===== src/rtl/scr1_axi_mem_initiator_pkg.sv =====
// Shared core-memory interface types for the single-beat AXI initiator and its helpers.
package scr1_axi_mem_initiator_pkg;

  typedef enum logic {
    MemCmdRd = 1'b0,
    MemCmdWr = 1'b1
  } mem_cmd_e;

  typedef enum logic [1:0] {
    MemWidthByte    = 2'd0,
    MemWidthHword   = 2'd1,
    MemWidthWord    = 2'd2,
    MemWidthIllegal = 2'd3
  } mem_width_e;

  typedef enum logic {
    MemRespOk  = 1'b0,
    MemRespErr = 1'b1
  } mem_resp_e;

  typedef enum logic [1:0] {
    AxiRespOkay   = 2'b00,
    AxiRespExokay = 2'b01,
    AxiRespSlverr = 2'b10,
    AxiRespDecerr = 2'b11
  } axi_resp_e;

  localparam logic [1:0] AxiBurstIncr = 2'b01;

  // True when the request must be answered with an error and never reach the bus.
  function automatic logic mem_access_bad(mem_width_e width, logic [1:0] addr_lo);
    logic bad;
    unique case (width)
      MemWidthByte:    bad = 1'b0;
      MemWidthHword:   bad = addr_lo[0];
      MemWidthWord:    bad = |addr_lo;
      MemWidthIllegal: bad = 1'b1;
      default:         bad = 1'b1;
    endcase
    return bad;
  endfunction

  function automatic logic axi_resp_is_err(logic [1:0] resp);
    return (resp == AxiRespSlverr) || (resp == AxiRespDecerr);
  endfunction

endpackage


===== src/rtl/scr1_axi_lane_align.sv =====
// Byte-lane placement for a single AXI beat: write data shift and strobes, read extract/mask.
module scr1_axi_lane_align
  import scr1_axi_mem_initiator_pkg::*;
#(
  parameter int unsigned W_DATA = 32,
  localparam int unsigned W_LANE = $clog2(W_DATA / 8)
) (
  input  logic [W_LANE-1:0]   lane,
  input  mem_width_e          width,
  input  logic [31:0]         wdata_in,
  input  logic [W_DATA-1:0]   rdata_in,
  output logic [W_DATA-1:0]   wdata_out,
  output logic [W_DATA/8-1:0] wstrb,
  output logic [31:0]         rdata_out
);

  logic [W_DATA-1:0]   wdata_ext;
  logic [W_DATA-1:0]   rdata_shift;
  logic [W_DATA/8-1:0] strb_ext;
  logic [3:0]          strb_base;
  logic [31:0]         rmask;

  always_comb begin
    unique case (width)
      MemWidthByte:  begin strb_base = 4'h1; rmask = 32'h0000_00FF; end
      MemWidthHword: begin strb_base = 4'h3; rmask = 32'h0000_FFFF; end
      MemWidthWord:  begin strb_base = 4'hF; rmask = 32'hFFFF_FFFF; end
      default:       begin strb_base = 4'h0; rmask = 32'h0000_0000; end
    endcase
  end

  always_comb begin
    wdata_ext        = '0;
    wdata_ext[31:0]  = wdata_in;
    wdata_out        = wdata_ext << {lane, 3'b000};
    strb_ext         = '0;
    strb_ext[3:0]    = strb_base;
    wstrb            = strb_ext << lane;
    rdata_shift      = rdata_in >> {lane, 3'b000};
    rdata_out        = rdata_shift[31:0] & rmask;
  end

endmodule


===== src/rtl/scr1_axi_mem_initiator.sv =====
// Single-outstanding AXI4 initiator: one core request becomes one single-beat AXI read or write.
module scr1_axi_mem_initiator
  import scr1_axi_mem_initiator_pkg::*;
#(
  parameter int unsigned     W_ID   = 4,
  parameter int unsigned     W_ADR  = 32,
  parameter int unsigned     W_DATA = 32,
  parameter logic [W_ID-1:0] AXI_ID = '0
) (
  input  logic                clk,
  input  logic                rst,
  // Core side
  input  logic                core_req,
  output logic                core_req_ack,
  input  logic                core_cmd,
  input  logic [1:0]          core_width,
  input  logic [W_ADR-1:0]    core_addr,
  input  logic [31:0]         core_wdata,
  output logic                core_resp_vld,
  output logic [31:0]         core_rdata,
  output logic                core_resp,
  // AXI write address
  output logic                awvalid,
  input  logic                awready,
  output logic [W_ID-1:0]     awid,
  output logic [W_ADR-1:0]    awaddr,
  output logic [2:0]          awsize,
  output logic [7:0]          awlen,
  output logic [1:0]          awburst,
  // AXI write data
  output logic                wvalid,
  input  logic                wready,
  output logic [W_DATA-1:0]   wdata,
  output logic [W_DATA/8-1:0] wstrb,
  output logic                wlast,
  // AXI write response
  input  logic                bvalid,
  output logic                bready,
  input  logic [W_ID-1:0]     bid,
  input  logic [1:0]          bresp,
  // AXI read address
  output logic                arvalid,
  input  logic                arready,
  output logic [W_ID-1:0]     arid,
  output logic [W_ADR-1:0]    araddr,
  output logic [2:0]          arsize,
  output logic [7:0]          arlen,
  output logic [1:0]          arburst,
  // AXI read data
  input  logic                rvalid,
  output logic                rready,
  input  logic [W_ID-1:0]     rid,
  input  logic [W_DATA-1:0]   rdata,
  input  logic [1:0]          rresp,
  input  logic                rlast
);

  localparam int unsigned W_LANE = $clog2(W_DATA / 8);

  typedef enum logic [2:0] {
    StIdle,
    StRdAddr,
    StRdData,
    StWrAddrData,
    StWrResp,
    StResp
  } state_e;

  state_e           state_q, state_d;
  mem_cmd_e         cmd_q;
  mem_width_e       width_q;
  logic [W_ADR-1:0] addr_q;
  logic [31:0]      wdata_q;
  logic             aw_done_q, aw_done_d;
  logic             w_done_q, w_done_d;
  logic [31:0]      rdata_q, rdata_d;
  mem_resp_e        resp_q, resp_d;
  logic [31:0]      rdata_ext;
  logic             accept;

  assign accept = (state_q == StIdle) && core_req;

  scr1_axi_lane_align #(
    .W_DATA (W_DATA)
  ) u_lane_align (
    .lane      (addr_q[W_LANE-1:0]),
    .width     (width_q),
    .wdata_in  (wdata_q),
    .rdata_in  (rdata),
    .wdata_out (wdata),
    .wstrb     (wstrb),
    .rdata_out (rdata_ext)
  );

  // Payload comes straight from the registered request, so it is stable while valid is held.
  assign awid    = AXI_ID;
  assign awaddr  = addr_q;
  assign awsize  = {1'b0, width_q};
  assign awlen   = 8'd0;
  assign awburst = AxiBurstIncr;
  assign wlast   = 1'b1;
  assign arid    = AXI_ID;
  assign araddr  = addr_q;
  assign arsize  = {1'b0, width_q};
  assign arlen   = 8'd0;
  assign arburst = AxiBurstIncr;

  assign core_rdata = rdata_q;
  assign core_resp  = resp_q;

  always_comb begin
    state_d       = state_q;
    aw_done_d     = aw_done_q;
    w_done_d      = w_done_q;
    rdata_d       = rdata_q;
    resp_d        = resp_q;
    core_req_ack  = 1'b0;
    core_resp_vld = 1'b0;
    awvalid       = 1'b0;
    wvalid        = 1'b0;
    bready        = 1'b0;
    arvalid       = 1'b0;
    rready        = 1'b0;

    case (state_q)
      StIdle: begin
        core_req_ack = 1'b1;
        if (core_req) begin
          aw_done_d = 1'b0;
          w_done_d  = 1'b0;
          rdata_d   = '0;
          resp_d    = MemRespOk;
          if (mem_access_bad(mem_width_e'(core_width), core_addr[1:0])) begin
            resp_d  = MemRespErr;
            state_d = StResp;
          end else if (mem_cmd_e'(core_cmd) == MemCmdWr) begin
            state_d = StWrAddrData;
          end else begin
            state_d = StRdAddr;
          end
        end
      end
      StRdAddr: begin
        arvalid = 1'b1;
        if (arready) state_d = StRdData;
      end
      StRdData: begin
        rready = 1'b1;
        if (rvalid) begin
          rdata_d = rdata_ext;
          resp_d  = (axi_resp_is_err(rresp) || (rid != AXI_ID) || !rlast) ? MemRespErr
                                                                           : MemRespOk;
          state_d = StResp;
        end
      end
      StWrAddrData: begin
        // AW and W complete independently; leave once both have handshaken.
        awvalid   = !aw_done_q;
        wvalid    = !w_done_q;
        aw_done_d = aw_done_q || (awvalid && awready);
        w_done_d  = w_done_q || (wvalid && wready);
        if (aw_done_d && w_done_d) state_d = StWrResp;
      end
      StWrResp: begin
        bready = 1'b1;
        if (bvalid) begin
          resp_d  = (axi_resp_is_err(bresp) || (bid != AXI_ID)) ? MemRespErr : MemRespOk;
          state_d = StResp;
        end
      end
      StResp: begin
        core_resp_vld = 1'b1;
        state_d       = StIdle;
      end
      default: state_d = StIdle;
    endcase
  end

  always_ff @(posedge clk) begin
    if (rst) begin
      state_q   <= StIdle;
      cmd_q     <= MemCmdRd;
      width_q   <= MemWidthByte;
      addr_q    <= '0;
      wdata_q   <= '0;
      aw_done_q <= 1'b0;
      w_done_q  <= 1'b0;
      rdata_q   <= '0;
      resp_q    <= MemRespOk;
    end else begin
      state_q   <= state_d;
      aw_done_q <= aw_done_d;
      w_done_q  <= w_done_d;
      rdata_q   <= rdata_d;
      resp_q    <= resp_d;
      if (accept) begin
        cmd_q   <= mem_cmd_e'(core_cmd);
        width_q <= mem_width_e'(core_width);
        addr_q  <= core_addr;
        wdata_q <= core_wdata;
      end
    end
  end

endmodule


===== config.mk =====
export PLATFORM = sky130hd
export DESIGN_NAME = scr1_axi_mem_initiator
export DESIGN_NICKNAME = d
export VERILOG_FILES = /design/src/rtl/scr1_axi_mem_initiator_pkg.sv /design/src/rtl/scr1_axi_lane_align.sv /design/src/rtl/scr1_axi_mem_initiator.sv
export SDC_FILE = /design/constraint.sdc
export NUM_CORES = 1
export LEC_CHECK = 0
export CAP_MARGIN = 20
export CORE_MARGIN = 3
export CORE_UTILIZATION = 39
export CTS_CLUSTER_DIAMETER = 150
export CTS_CLUSTER_SIZE = 8
export DETAILED_ROUTE_END_ITERATION = 10
export PLACE_DENSITY = 0.81
export SETUP_SLACK_MARGIN = 0.5
export SLEW_MARGIN = 20
export SYNTH_ARGS = -nofsm -noshare
export SYNTH_HDL_FRONTEND = slang
export SYNTH_SLANG_ARGS = --single-unit

===== constraint.sdc =====
create_clock -name clk -period 1.91 [get_ports clk]
set_input_delay 0.191 -clock clk [delete_from_list [all_inputs] [get_ports clk]]
set_output_delay 0.191 -clock clk [all_outputs]
set_load 0.01 [all_outputs]

**Word level (Yosys, flattened, before mapping)**

Cells that the tools add are included.

- Bits in registers: 104
- Input bits: 120
- Output and inout port bits: 175
- Logic and storage cells: 91

- Equal/unequal tests: 19
- Shift operators: 3
- Mux-type cells: 33
- Bitwise logic cells: 1
- Reduce and logical (&&, ||, !) cells: 27

Operator list:

| kind | count |
|---|---|
| $pmux 32 s3 | 1 |
| $mux 32 | 2 |
| $pmux 32 s2 | 1 |
| $and 32x32->32 | 1 |
| $shl 32x5->32 | 1 |
| $shr 32x5->32 | 1 |
| $mux 3 | 6 |
| $mux 1 | 16 |
| $pmux 3 s5 | 1 |
| $eq 2x2->1 const B | 7 |
| $pmux 4 s3 | 1 |
| $ne 2x2->1 const B | 5 |
| $reduce_bool 4->1 | 2 |
| $logic_or 1x1->1 | 7 |
| $eq 3x2->1 const B | 2 |
| $eq 3x3->1 const B | 2 |
| $reduce_and 5->1 | 1 |
| $eq 2x1->1 const B | 2 |
| $logic_and 1x1->1 | 4 |
| $logic_not 2->1 | 2 |
| $pmux 1 s2 | 2 |
| $pmux 1 s4 | 1 |
| $reduce_and 4->1 | 1 |
| $reduce_bool 2->1 | 2 |
| other kinds (10) | 12 |

**Longest topological paths before layout**

- Depth after elaboration: 7
- Mapped depth: 8
- Depth with buffers taken out: 6

**Modules after synthesis**

From an unflattened synthesis, not the netlist that was laid out.

- Cells, all modules: 735
- Area, all modules: 5745.5 sq um

Modules (own cells, without submodules):

| module | instances | cells each | area each (sq um) | sequential area each (sq um) |
|---|---|---|---|---|
| scr1_axi_mem_initiator | 1 | 553 | 4410.5 | 2082.0 |
| scr1_axi_lane_align | 1 | 182 | 1335.0 | 0.0 |

**Worst setup path after synthesis**

No wires, ideal clock.

- Path kind: flip-flop to output port
- Start: reg addr_q[0] (netlist: araddr[0])
- End: out wdata[24]
- Arrival: 1484 ps
- Data required time: 1719 ps
- Path slack: 235 ps
- Stages on the path, launching flop included: 7
- Path buffers: 4
- Cells stage by stage: dfxtp_1 -> buf_2 -> buf_2 -> buf_4 -> buf_2 -> a211oi_1 -> a21oi_1

- Cells in the longest elaborated chain, start to end: 1

RTL lines:

| item | RTL line | RTL |
|---|---|---|
| start, declared | scr1_axi_mem_initiator.sv:72 | `logic [W_ADR-1:0] addr_q;` |
| start signal, assigned | scr1_axi_mem_initiator.sv:199 | `addr_q <= core_addr;` |
| $shl 32x5->32 | scr1_axi_lane_align.sv:35 | `wdata_out = wdata_ext << {lane, 3'b000};` |
| end, declared | scr1_axi_mem_initiator.sv:33 | `output logic [W_DATA-1:0] wdata,` |

No other way between the ends.

**Final worst setup path**

- Start: reg addr_q[1] (netlist: araddr[1])
- End: out wdata[30]

The elaborated chain is that of the path after synthesis.

==> metrics.csv <==
metric;value;unit
cts.htree.levels;3;
fin_nets;1103;
cts_tree;yes;
clock_latency;0.36;ns
p_per_area;1173;mW/mm²
syn_avg_cell_area;7.793;µm²
synth-edff-count;0;
antenna_found_initial;1;
wl_per_cell;21.03;µm
total_power;12.36;mW
skew;0.01225;ns
fmaxAchievable;579.2;MHz
worstReg2RegEnd;state_q[1];
hold_viol_final;0;
r2r_cells;7;
portBuffers;261;
layout_commonest_cell;clkdlybuf4s50_1;
hp-class;input pin to flip-flop;
numCtsBuffers;9;
drc;0;
dp_hpwl;12.44;mm
cts_root_buf;clkbuf_16;
routed-via-count;6248;
worstPathMaxFanout;8;
clockBufferDepth;2;
drive_gt1_frac;0.4300;
rr_startpoint;state_q[1];
worstMarginPinSlew;0.6603;ns
synth_area;0.005291;mm²
hold_end;wdata_q[22];
hp-start;rst;
slew_viol_final;0;
dieWidth;122.5;µm
final_cell_mix;clkdlybuf4s50_1, dfxtp_1, dlygate4sd2_1;
gp_congestion;0.8322;
synth.distinct_cells;36;
tns;0;ns
die-height;122.5;µm
core_area;0.01293;mm²
routed_via_density;5.391;
grt_pass1_wl;29.61;mm
dp.cells;1055;
yosys_warnings;0;
rsz0062_at_grt;true;
grt.total_usage;0.2533;
async_flop_share;0;
min_path_cells;2;
initial_core_util;0.4093;
instances_no_fill;1159;
cellLeakagePower;4.654;nW
rows;41;
clk_pin_slew;0.07;ns
ys_seq_area_frac;0.3935;
cp-end-kind;output port;
drtIter0Drc;439;
ys.flop_type;dfxtp_1;
worst-setup-path-type;flip-flop to output port;
cts.sinks;104;
die-area;0.01500;mm²
grt_overflow;0;
max_cap_violations;0;
grt_pass1_vias;5625;
grt_max_degree;40;
syn_inst;679;
area_growth;99.17;%
period_needed;1.726;ns
startpoint_type;flip-flop;
worst_ep_arrival_time;1.54;ns
fin_crit_sh;0.9039;
max-slew-margin-rel;0.5598;
firstDrtPassIters;5;
cp.required;1.72;ns
wl;24.37;mm
ys_ff_latch;104;
status;complete, no violations;
drtAntennaViolNets;0;
rrSetupSlack;0.29;ns
ios;295;
max-vdd-ir-drop;0.0005798;V
setup_violations;0;
[worst max path at each step]
stage | from | endpoint | cells after the start | slack (ns)
4_1_cts | araddr[1] | wdata[19] | 5 | 0.23
3_3_place_gp | araddr[0] | wdata[21] | 5 | 0.12
3_5_place_dp | rvalid | core_rdata[0] | 6 | 0.08
5_1_grt | araddr[1] | wdata[24] | 5 | 0.15
6_report | araddr[1] | wdata[30] | 5 | 0.18
2_1_floorplan | araddr[1] | wdata[24] | 5 | 0.50
[through the flow]
step	utilization	hold WS [ns]	instance area (µm²)	setup WS [ns]
global route	0.8152	0.3759	10540	0.1521
detailed placement	0.6049	0.4439	7820	0.07845
CTS	0.6848	0.2791	8852	0.2256
global placement	0.6049	0.4388	7820	0.1173
finish	0.8152	0.3522	10540	0.1835
floorplan	-	0.3195	5440	0.5011
[registers in the layout, summed over array words and instances (netlist names)]
register	cells
araddr	32
aw_done_q	1
core_rdata	32
core_resp	1
state_q	3
w_done_q	1
wdata_q	32
width_q	2
[synth_stat cells, types with 2 or more instances]
cell type | count | share of area
a211oi_1 | 10 | 0.014
nand2_1 | 163 | 0.12
nor2_1 | 51 | 0.036
dfxtp_1 | 104 | 0.39
conb_1 | 2 | 0.0014
and2_1 | 12 | 0.014
o22ai_1 | 3 | 0.0035
a22oi_1 | 35 | 0.050
mux2_2 | 8 | 0.017
clkbuf_1 | 21 | 0.015
o21a_1 | 3 | 0.0043
nand3_1 | 2 | 0.0019
buf_2 | 23 | 0.022
nor3_1 | 2 | 0.0019
buf_4 | 67 | 0.095
ha_1 | 2 | 0.0047
buf_6 | 2 | 0.0043
nand2b_1 | 2 | 0.0024
a21oi_1 | 76 | 0.072
a21o_1 | 2 | 0.0028
mux2i_1 | 34 | 0.064
o21ai_0 | 27 | 0.026
inv_1 | 3 | 0.0021
nor2b_1 | 12 | 0.014
a31oi_1 | 2 | 0.0024
[cell type report]
cell class | instances | area, µm²
Antenna cell | 1 | 2.502
Clock buffer | 11 | 252.7
Clock inverter | 5 | 55.05
Fill cell | 805 | 2389
Inverter | 3 | 13.76
Multi-Input combinational cell | 488 | 3905
Sequential cell | 104 | 2108
Tap cell | 172 | 215.2
Timing Repair Buffer | 375 | 3986
[timing repair]
item | CTS | global route
pin swaps | 37 | 154
endpoints found under the setup margin | 247 | 151
hold buffers | 0 | 0
setup buffers | 42 | 23
hold endpoints to repair | 0 | 0
gates resized for setup | 400 | 326
gates cloned | 12 | 10
[critical path, stage by stage (launching register included)]
cell     delay (ns)
dfxtp_4        0.41
buf_6          0.13
buf_16         0.14
mux2i_1        0.25
a21oi_1        0.10
buf_2          0.15
[routing by layer]
layer	global-route usage	part of all wire	up-vias
met5	0	0	-
met2	0.4394	0.51	345
met3	0.05207	0.074	77
met1	0.3062	0.37	3017
li1	-	-	2809
met4	0.1015	0.043	0
[report_power, final]
part           total [mW]  internal [mW]  switching [mW]
Clock                1.97           1.09           0.881
Combinational        7.41           3.86            3.54
Sequential           2.99           2.52           0.467
Total                12.4           7.47            4.89
[kinds of logic after synthesis]
group | share of synthesized area
adders and majority gates | 0.004728
and+or+nand+nor | 0.2015
DFF | 0.3935
buffers and inverters | 0.1388
other | 0.001419
AOI/OAI and AO/OA | 0.1788
muxes | 0.08134
No activity file was read; power rests on OpenSTA's default activity.
